[src/rtl/traffic_pkg.sv]
// rtl/traffic_pkg.sv - shared light encoding and controller state type
package traffic_pkg;

  localparam logic [1:0] LIGHT_OFF = 2'd0;
  localparam logic [1:0] LIGHT_GRN = 2'd1;
  localparam logic [1:0] LIGHT_YEL = 2'd2;
  localparam logic [1:0] LIGHT_RED = 2'd3;

  typedef enum logic [1:0] {
    ST_GREEN,
    ST_YELLOW,
    ST_ALLRED,
    ST_WALK
  } state_t;

endpackage

[src/rtl/traffic_phase_ctrl_if.sv]
// rtl/traffic_phase_ctrl_if.sv - sensor/request inputs and lamp outputs of the intersection
interface traffic_phase_ctrl_if #(
  parameter int NUM_PHASES = 2
);
  logic [NUM_PHASES-1:0]   sensor;
  logic                    walk_req;
  logic [2*NUM_PHASES-1:0] lights;
  logic                    walk_light;
  logic [2:0]              phase;
  logic                    walk_pending;

  // master is the controller, slave is the field side (sensors, buttons, lamps)
  modport master (
    input  sensor, walk_req,
    output lights, walk_light, phase, walk_pending
  );

  modport slave (
    output sensor, walk_req,
    input  lights, walk_light, phase, walk_pending
  );
endinterface

[src/rtl/interval_timer.sv]
// rtl/interval_timer.sv - interval counter with terminal-count flag
module interval_timer #(
  parameter int CNT_W = 6
) (
  input  logic             clk,
  input  logic             reset,
  input  logic             clr,
  input  logic [CNT_W-1:0] target,
  output logic [CNT_W-1:0] cnt,
  output logic             done
);

  always_ff @(posedge clk) begin
    if (reset || clr) begin
      cnt <= '0;
    end else begin
      cnt <= cnt + CNT_W'(1);
    end
  end

  assign done = (cnt == target - CNT_W'(1));

endmodule

[src/rtl/traffic_phase_ctrl.sv]
// rtl/traffic_phase_ctrl.sv - round-robin multi-phase signal controller with extension and walk
module traffic_phase_ctrl
  import traffic_pkg::*;
#(
  parameter int NUM_PHASES = 2,
  parameter int CNT_W      = 6,
  parameter int T_GREEN    = 6,
  parameter int T_EXT      = 3,
  parameter int T_YEL      = 2,
  parameter int T_ALLRED   = 1,
  parameter int T_WALK     = 5
) (
  input  logic                  clk,
  input  logic                  reset,
  traffic_phase_ctrl_if.master  bus
);

  localparam logic [CNT_W-1:0] TGRN     = CNT_W'(T_GREEN);
  localparam logic [CNT_W-1:0] TGRN_EXT = CNT_W'(T_GREEN + T_EXT);
  localparam logic [CNT_W-1:0] TYEL     = CNT_W'(T_YEL);
  localparam logic [CNT_W-1:0] TALL     = CNT_W'(T_ALLRED);
  localparam logic [CNT_W-1:0] TWLK     = CNT_W'(T_WALK);
  localparam logic [2:0]       LAST_PH  = 3'(NUM_PHASES - 1);
  localparam bit               EXT_EN   = (T_EXT > 0);

  state_t                  state, state_n;
  logic [2:0]              phase, phase_n;
  logic                    ext_used, ext_n;
  logic                    pend, pend_n;
  logic                    sens_p, ext_grant, clr, done;
  logic [CNT_W-1:0]        cnt, target;
  logic [2*NUM_PHASES-1:0] lights_q;
  logic                    walk_light_q;

  interval_timer #(.CNT_W(CNT_W)) u_timer (
    .clk    (clk),
    .reset  (reset),
    .clr    (clr),
    .target (target),
    .cnt    (cnt),
    .done   (done)
  );

  always_comb begin
    sens_p = 1'b0;
    for (int i = 0; i < NUM_PHASES; i++) begin
      if (phase == 3'(i)) sens_p = bus.sensor[i];
    end
  end

  always_ff @(posedge clk) begin
    if (reset) begin
      state    <= ST_GREEN;
      phase    <= '0;
      ext_used <= 1'b0;
      pend     <= 1'b0;
    end else begin
      state    <= state_n;
      phase    <= phase_n;
      ext_used <= ext_n;
      pend     <= pend_n;
    end
  end

  always_comb begin
    state_n   = state;
    phase_n   = phase;
    ext_n     = ext_used;
    pend_n    = pend;
    target    = TGRN;
    ext_grant = 1'b0;
    case (state)
      ST_GREEN: begin
        // the grant must stretch the target in the same cycle it is decided
        ext_grant = EXT_EN && (cnt == TGRN - CNT_W'(1)) && sens_p && !ext_used;
        if (ext_grant) ext_n = 1'b1;
        target = (ext_used || ext_grant) ? TGRN_EXT : TGRN;
        if (done) state_n = ST_YELLOW;
      end
      ST_YELLOW: begin
        target = TYEL;
        if (done) state_n = ST_ALLRED;
      end
      ST_ALLRED: begin
        target = TALL;
        if (done) begin
          if (phase != LAST_PH) begin
            phase_n = phase + 3'd1;
            state_n = ST_GREEN;
          end else if (pend) begin
            state_n = ST_WALK;
          end else begin
            phase_n = '0;
            state_n = ST_GREEN;
          end
        end
      end
      ST_WALK: begin
        target = TWLK;
        if (done) begin
          phase_n = '0;
          state_n = ST_GREEN;
        end
      end
      default: state_n = ST_GREEN;
    endcase
    if (state_n == ST_GREEN && state != ST_GREEN) ext_n = 1'b0;
    if (state_n == ST_WALK && state != ST_WALK) begin
      pend_n = 1'b0;
    end else if (bus.walk_req && state != ST_WALK) begin
      pend_n = 1'b1;
    end
  end

  assign clr = (state_n != state);

  // lamps decode from the next state so they change on the same edge as the state
  always_ff @(posedge clk) begin
    if (reset) begin
      for (int p = 0; p < NUM_PHASES; p++) begin
        lights_q[2*p +: 2] <= (p == 0) ? LIGHT_GRN : LIGHT_RED;
      end
      walk_light_q <= 1'b0;
    end else begin
      for (int p = 0; p < NUM_PHASES; p++) begin
        lights_q[2*p +: 2] <=
          (phase_n == 3'(p) && state_n == ST_GREEN)  ? LIGHT_GRN :
          (phase_n == 3'(p) && state_n == ST_YELLOW) ? LIGHT_YEL : LIGHT_RED;
      end
      walk_light_q <= (state_n == ST_WALK);
    end
  end

  assign bus.lights       = lights_q;
  assign bus.walk_light   = walk_light_q;
  assign bus.phase        = phase;
  assign bus.walk_pending = pend;

endmodule

[src/flat_wrapper.sv]
// flat-port wrapper written by rule: the top's interface ports become plain ports
module traffic_phase_ctrl_flat import traffic_pkg::*;
#(
  parameter int NUM_PHASES = 2,
  parameter int CNT_W      = 6,
  parameter int T_GREEN    = 6,
  parameter int T_EXT      = 3,
  parameter int T_YEL      = 2,
  parameter int T_ALLRED   = 1,
  parameter int T_WALK     = 5
)
  (clk, reset, bus_sensor, bus_walk_req, bus_lights, bus_walk_light, bus_phase, bus_walk_pending);
  traffic_phase_ctrl_if #(.NUM_PHASES(NUM_PHASES)) bus_i ();
  input  logic clk;
  input  logic reset;
  input wire logic [$bits(bus_i.sensor)-1:0] bus_sensor;
  input wire logic [$bits(bus_i.walk_req)-1:0] bus_walk_req;
  output wire logic [$bits(bus_i.lights)-1:0] bus_lights;
  output wire logic [$bits(bus_i.walk_light)-1:0] bus_walk_light;
  output wire logic [$bits(bus_i.phase)-1:0] bus_phase;
  output wire logic [$bits(bus_i.walk_pending)-1:0] bus_walk_pending;
  assign bus_i.sensor = bus_sensor;
  assign bus_i.walk_req = bus_walk_req;
  assign bus_lights = bus_i.lights;
  assign bus_walk_light = bus_i.walk_light;
  assign bus_phase = bus_i.phase;
  assign bus_walk_pending = bus_i.walk_pending;
  traffic_phase_ctrl #(.NUM_PHASES(NUM_PHASES), .CNT_W(CNT_W), .T_GREEN(T_GREEN), .T_EXT(T_EXT), .T_YEL(T_YEL), .T_ALLRED(T_ALLRED), .T_WALK(T_WALK)) u_core (.clk(clk), .reset(reset), .bus(bus_i));
endmodule
[config.mk]
export PLATFORM = sky130hd
export DESIGN_NAME = traffic_phase_ctrl_flat
export DESIGN_NICKNAME = d
export VERILOG_FILES = /design/src/rtl/traffic_pkg.sv /design/src/rtl/traffic_phase_ctrl_if.sv /design/src/rtl/interval_timer.sv /design/src/rtl/traffic_phase_ctrl.sv /design/src/flat_wrapper.sv
export SDC_FILE = /design/constraint.sdc
export NUM_CORES = 1
export LEC_CHECK = 0
export CORE_MARGIN = 2
export CORE_UTILIZATION = 30
export DETAILED_ROUTE_END_ITERATION = 7
export DONT_BUFFER_PORTS = 1
export SKIP_LAST_GASP = 1
export SLEW_MARGIN = 10
export SYNTH_ARGS = -nofsm -noshare
export SYNTH_HDL_FRONTEND = slang
export SYNTH_HIERARCHICAL = 1
export SYNTH_SLANG_ARGS = --single-unit
[constraint.sdc]
create_clock -name clk -period 4.3 [get_ports clk]
set_input_delay 0.43 -clock clk [delete_from_list [all_inputs] [get_ports clk]]
set_output_delay 0.43 -clock clk [all_outputs]
set_load 0.005 [all_outputs]
==> results.ini <==
[worst_hold_path]
hp-start=reset
hold_path_end=u_core/bus.lights[1]$_SDFF_PP0_
hold_class=input pin to register
hold-path-cell-count=1

[timing]
drv_slew=0
layout_min_cycle_time_ps=3640
finalSetupViolations=0
final_hold_viol_count=0
rsz0062_at_grt=no
clock-skew-final_ps=2.03
tns_ps=0
holdWs_ps=192
clock.fmax_mhz=275
fin_crit_sh_pct=84.7
setup_ws_ps=659

[worst_setup_path]
cp_max_fo=8
r2r_slack_ps=660
crit_required_ps=4470
critical_path_arrival_ps=3810
cp-start-kind=register
r2r_start=u_core/bus.phase[1]$_SDFF_PP0_
path_class=register to register
r2r.worst_path.cells=17
crit_start=u_core/bus.phase[1]$_SDFF_PP0_
worstSetupEndpointType=register
reg2reg_to=u_core/bus.lights[2]$_SDFF_PP1_

[placement]
dpl.cell_count=170
dp_hpwl_mm=1.49
port_buffers=0
gp_congestion=0.770
dpl-instance-area_um2=1090
pre_cts_ws_ps=683

[clocking]
cts_sinks=18
clock_latency_ps=290
ctsResizeCount=0
cts_buffer_depth=2
numCtsBuffers=3
post-cts-setup-buffers=0
root_buffer=clkbuf_4
cts_tree=yes
h-tree-depth=1
holdBufCountCts=0
cts.clk_slew.worst_paths_ps=100

[detailed_routing]
wl_mm=1.99
vias=830
first_pass_iters=4
drc=0
drt.antenna.violating_nets=0
drtIter0Drc=9
vias_per_cell=4.77
wl_per_cell_um=11.5

[synthesis]
synthSimpleGateAreaFrac_pct=29.0
yosys_warnings=6
muxShareOfSynthArea_pct=0.963
synthArstFlopShare_pct=0
synth_adder_area_share_pct=6.02
synth_area_um2=1040
ys.flop_type=dfxtp_1
synth_top_family_by_area=simple AND/OR/NAND/NOR gates
synth.distinct_cells=43
yosys.area_share.xor_xnor_pct=9.27
avgSynthCellArea_um2=8.25
postSynthCellCount=126
synth_seq_cells=18
synth-seq-area-share_pct=34.7
synth_edf_count=0
synth_compound_area_share_pct=14.8

[pwr]
intPower_mw=0.233
seq_power_share_pct=58.6
power_frac_clock_pct=33.9
power_density_nw_per_um2=267
switching_share_pct=22.9
p_leak_nw=0.445
p_sw_mw=0.0689
power.total_mw=0.302
ir_drop_mv=0.143
pwr-share-comb_pct=7.5

[cells_and_area]
final_area_um2=1130
area.growth.synth_to_final_pct=8.42
instances_no_fill=174
final_util_pct=33.8
antenna_cells=0
nets=139
fillers=361
drive_gt1_share_pct=11.7

[grt]
grt_pass1_wl_mm=3.48
antenna_found_initial=0
grt_max_degree=13
grt_overflow=0
grt_use_total_pct=10.6
grt_pass1_vias=812

[floorplan]
fp.dieW_um=62.9
initial_core_util_pct=31.2
die_h_um=62.9
core-area_um2=3340
io_pins=14
rows=21
die_area_um2=3950

[run]
max_cap_viol_count=0

[status]
outcome=finished clean

==> power by group through the flow <==
stage | Sequential [mW] | Clock, mW | Combinational [mW]
after floorplan | 0.178 | 0 | 0.0214
after global placement | 0.180 | 0 | 0.0216
after detailed placement | 0.181 | 0 | 0.0224
after CTS | 0.177 | 0.107 | 0.0226
after global routing | 0.178 | 0.115 | 0.0258
final | 0.177 | 0.102 | 0.0226
==> placed cells by master (no fill, tap or decap), types with 3 or more instances in the layout <==
| master | count |
|---|---|
| a21oi_1 | 7 |
| clkbuf_4 | 3 |
| conb_1 | 3 |
| dfxtp_1 | 18 |
| ha_1 | 5 |
| inv_1 | 7 |
| nand2_1 | 8 |
| nand3_1 | 4 |
| nor2_1 | 18 |
| nor3_1 | 5 |
| o21ai_0 | 4 |
| xnor2_1 | 4 |
| xor2_1 | 7 |
==> layout make-up <==
| type | instances | area [um2] | share of cell area [%] |
|---|---|---|---|
| tap | 46 | 57.6 | 5.11 |
| sequential | 18 | 360 | 32.0 |
| timing repair buffer | 1 | 7.51 | 0.666 |
| multi-input combinational | 97 | 636 | 56.4 |
| inverter | 8 | 30.0 | 2.66 |
| clock buffer | 4 | 36.3 | 3.22 |
==> how the worst max path moves through the flow <==
stage / cells after the start / slack [ps] / end
2_1_floorplan: 16 / 930 / u_core/bus.lights[2]$_SDFF_PP1_
3_3_place_gp: 17 / 750 / u_core/bus.lights[2]$_SDFF_PP1_
3_5_place_dp: 17 / 680 / u_core/bus.lights[2]$_SDFF_PP1_
4_1_cts: 17 / 660 / u_core/bus.lights[2]$_SDFF_PP1_
5_1_grt: 16 / 360 / u_core/bus.lights[2]$_SDFF_PP1_
6_report: 17 / 660 / u_core/bus.lights[2]$_SDFF_PP1_
==> Yosys cell counts, drive strengths merged (2+ instances only) <==
cell / n / area share, %
a21oi: 8 / 4.2
a41oi: 2 / 2.4
and2: 2 / 1.4
buf: 3 / 1.3
clkbuf: 2 / 0.72
dfxtp: 18 / 35
ha: 5 / 6.0
inv: 7 / 2.5
nand2: 9 / 3.5
nand2b: 2 / 1.9
nand3: 4 / 1.9
nand3b: 2 / 1.4
nand4: 2 / 1.2
nor2: 18 / 6.5
nor2b: 2 / 1.2
nor3: 6 / 3.4
nor4b: 2 / 1.7
o21ai: 4 / 1.9
or2: 2 / 1.2
xnor2: 4 / 3.4
xor2: 7 / 5.9
==> state kept, by name, indices dropped and copies added (netlist names) <==
name,count
u_core/u_timer/cnt,6
u_core/bus.lights,4
u_core/bus.phase,3
u_core/state,2
u_core/bus.walk_light,1
u_core/bus.walk_pending,1
u_core/ext_used,1
==> routing by layer <==
metal	wire [um]	up-vias	track usage (%)	part of all wire [%]
met5	0	-	0	0
met4	0	0	3.33	0
met3	86	0	2.88	4.3
met2	981	12	18.5	49
met1	925	386	12.4	46
li1	-	432	-	-
==> worst max-delay path, stage by stage (launching register included) <==
cell	delay (ps)
dfxtp_1	430
inv_1	90
ha_1	240
nand2_1	80
o21ai_0	120
a41o_1	290
a21oi_1	250
inv_1	80
ha_1	230
nand2b_1	170
o211a_1	160
o31a_1	240
nor3_2	110
buf_4	180
nand2_2	90
or4_4	450
and2_4	180
nand3b_1	140
==> kinds of logic (layout without fill, tap and decap cells) <==
| family | Yosys count | in the layout |
|---|---|---|
| flip-flops | 18 | 18 |
| multiplexers | 1 | 1 |
| buffers and inverters | 13 | 13 |
| AND/OR/NAND/NOR | 55 | 55 |
| other | 1 | 3 |
| adder cells (fa/ha/maj) | 5 | 5 |
| XOR/XNOR | 11 | 11 |
| AO/OA/AOI/OAI | 22 | 22 |
Power figures use the tool's default switching activity.
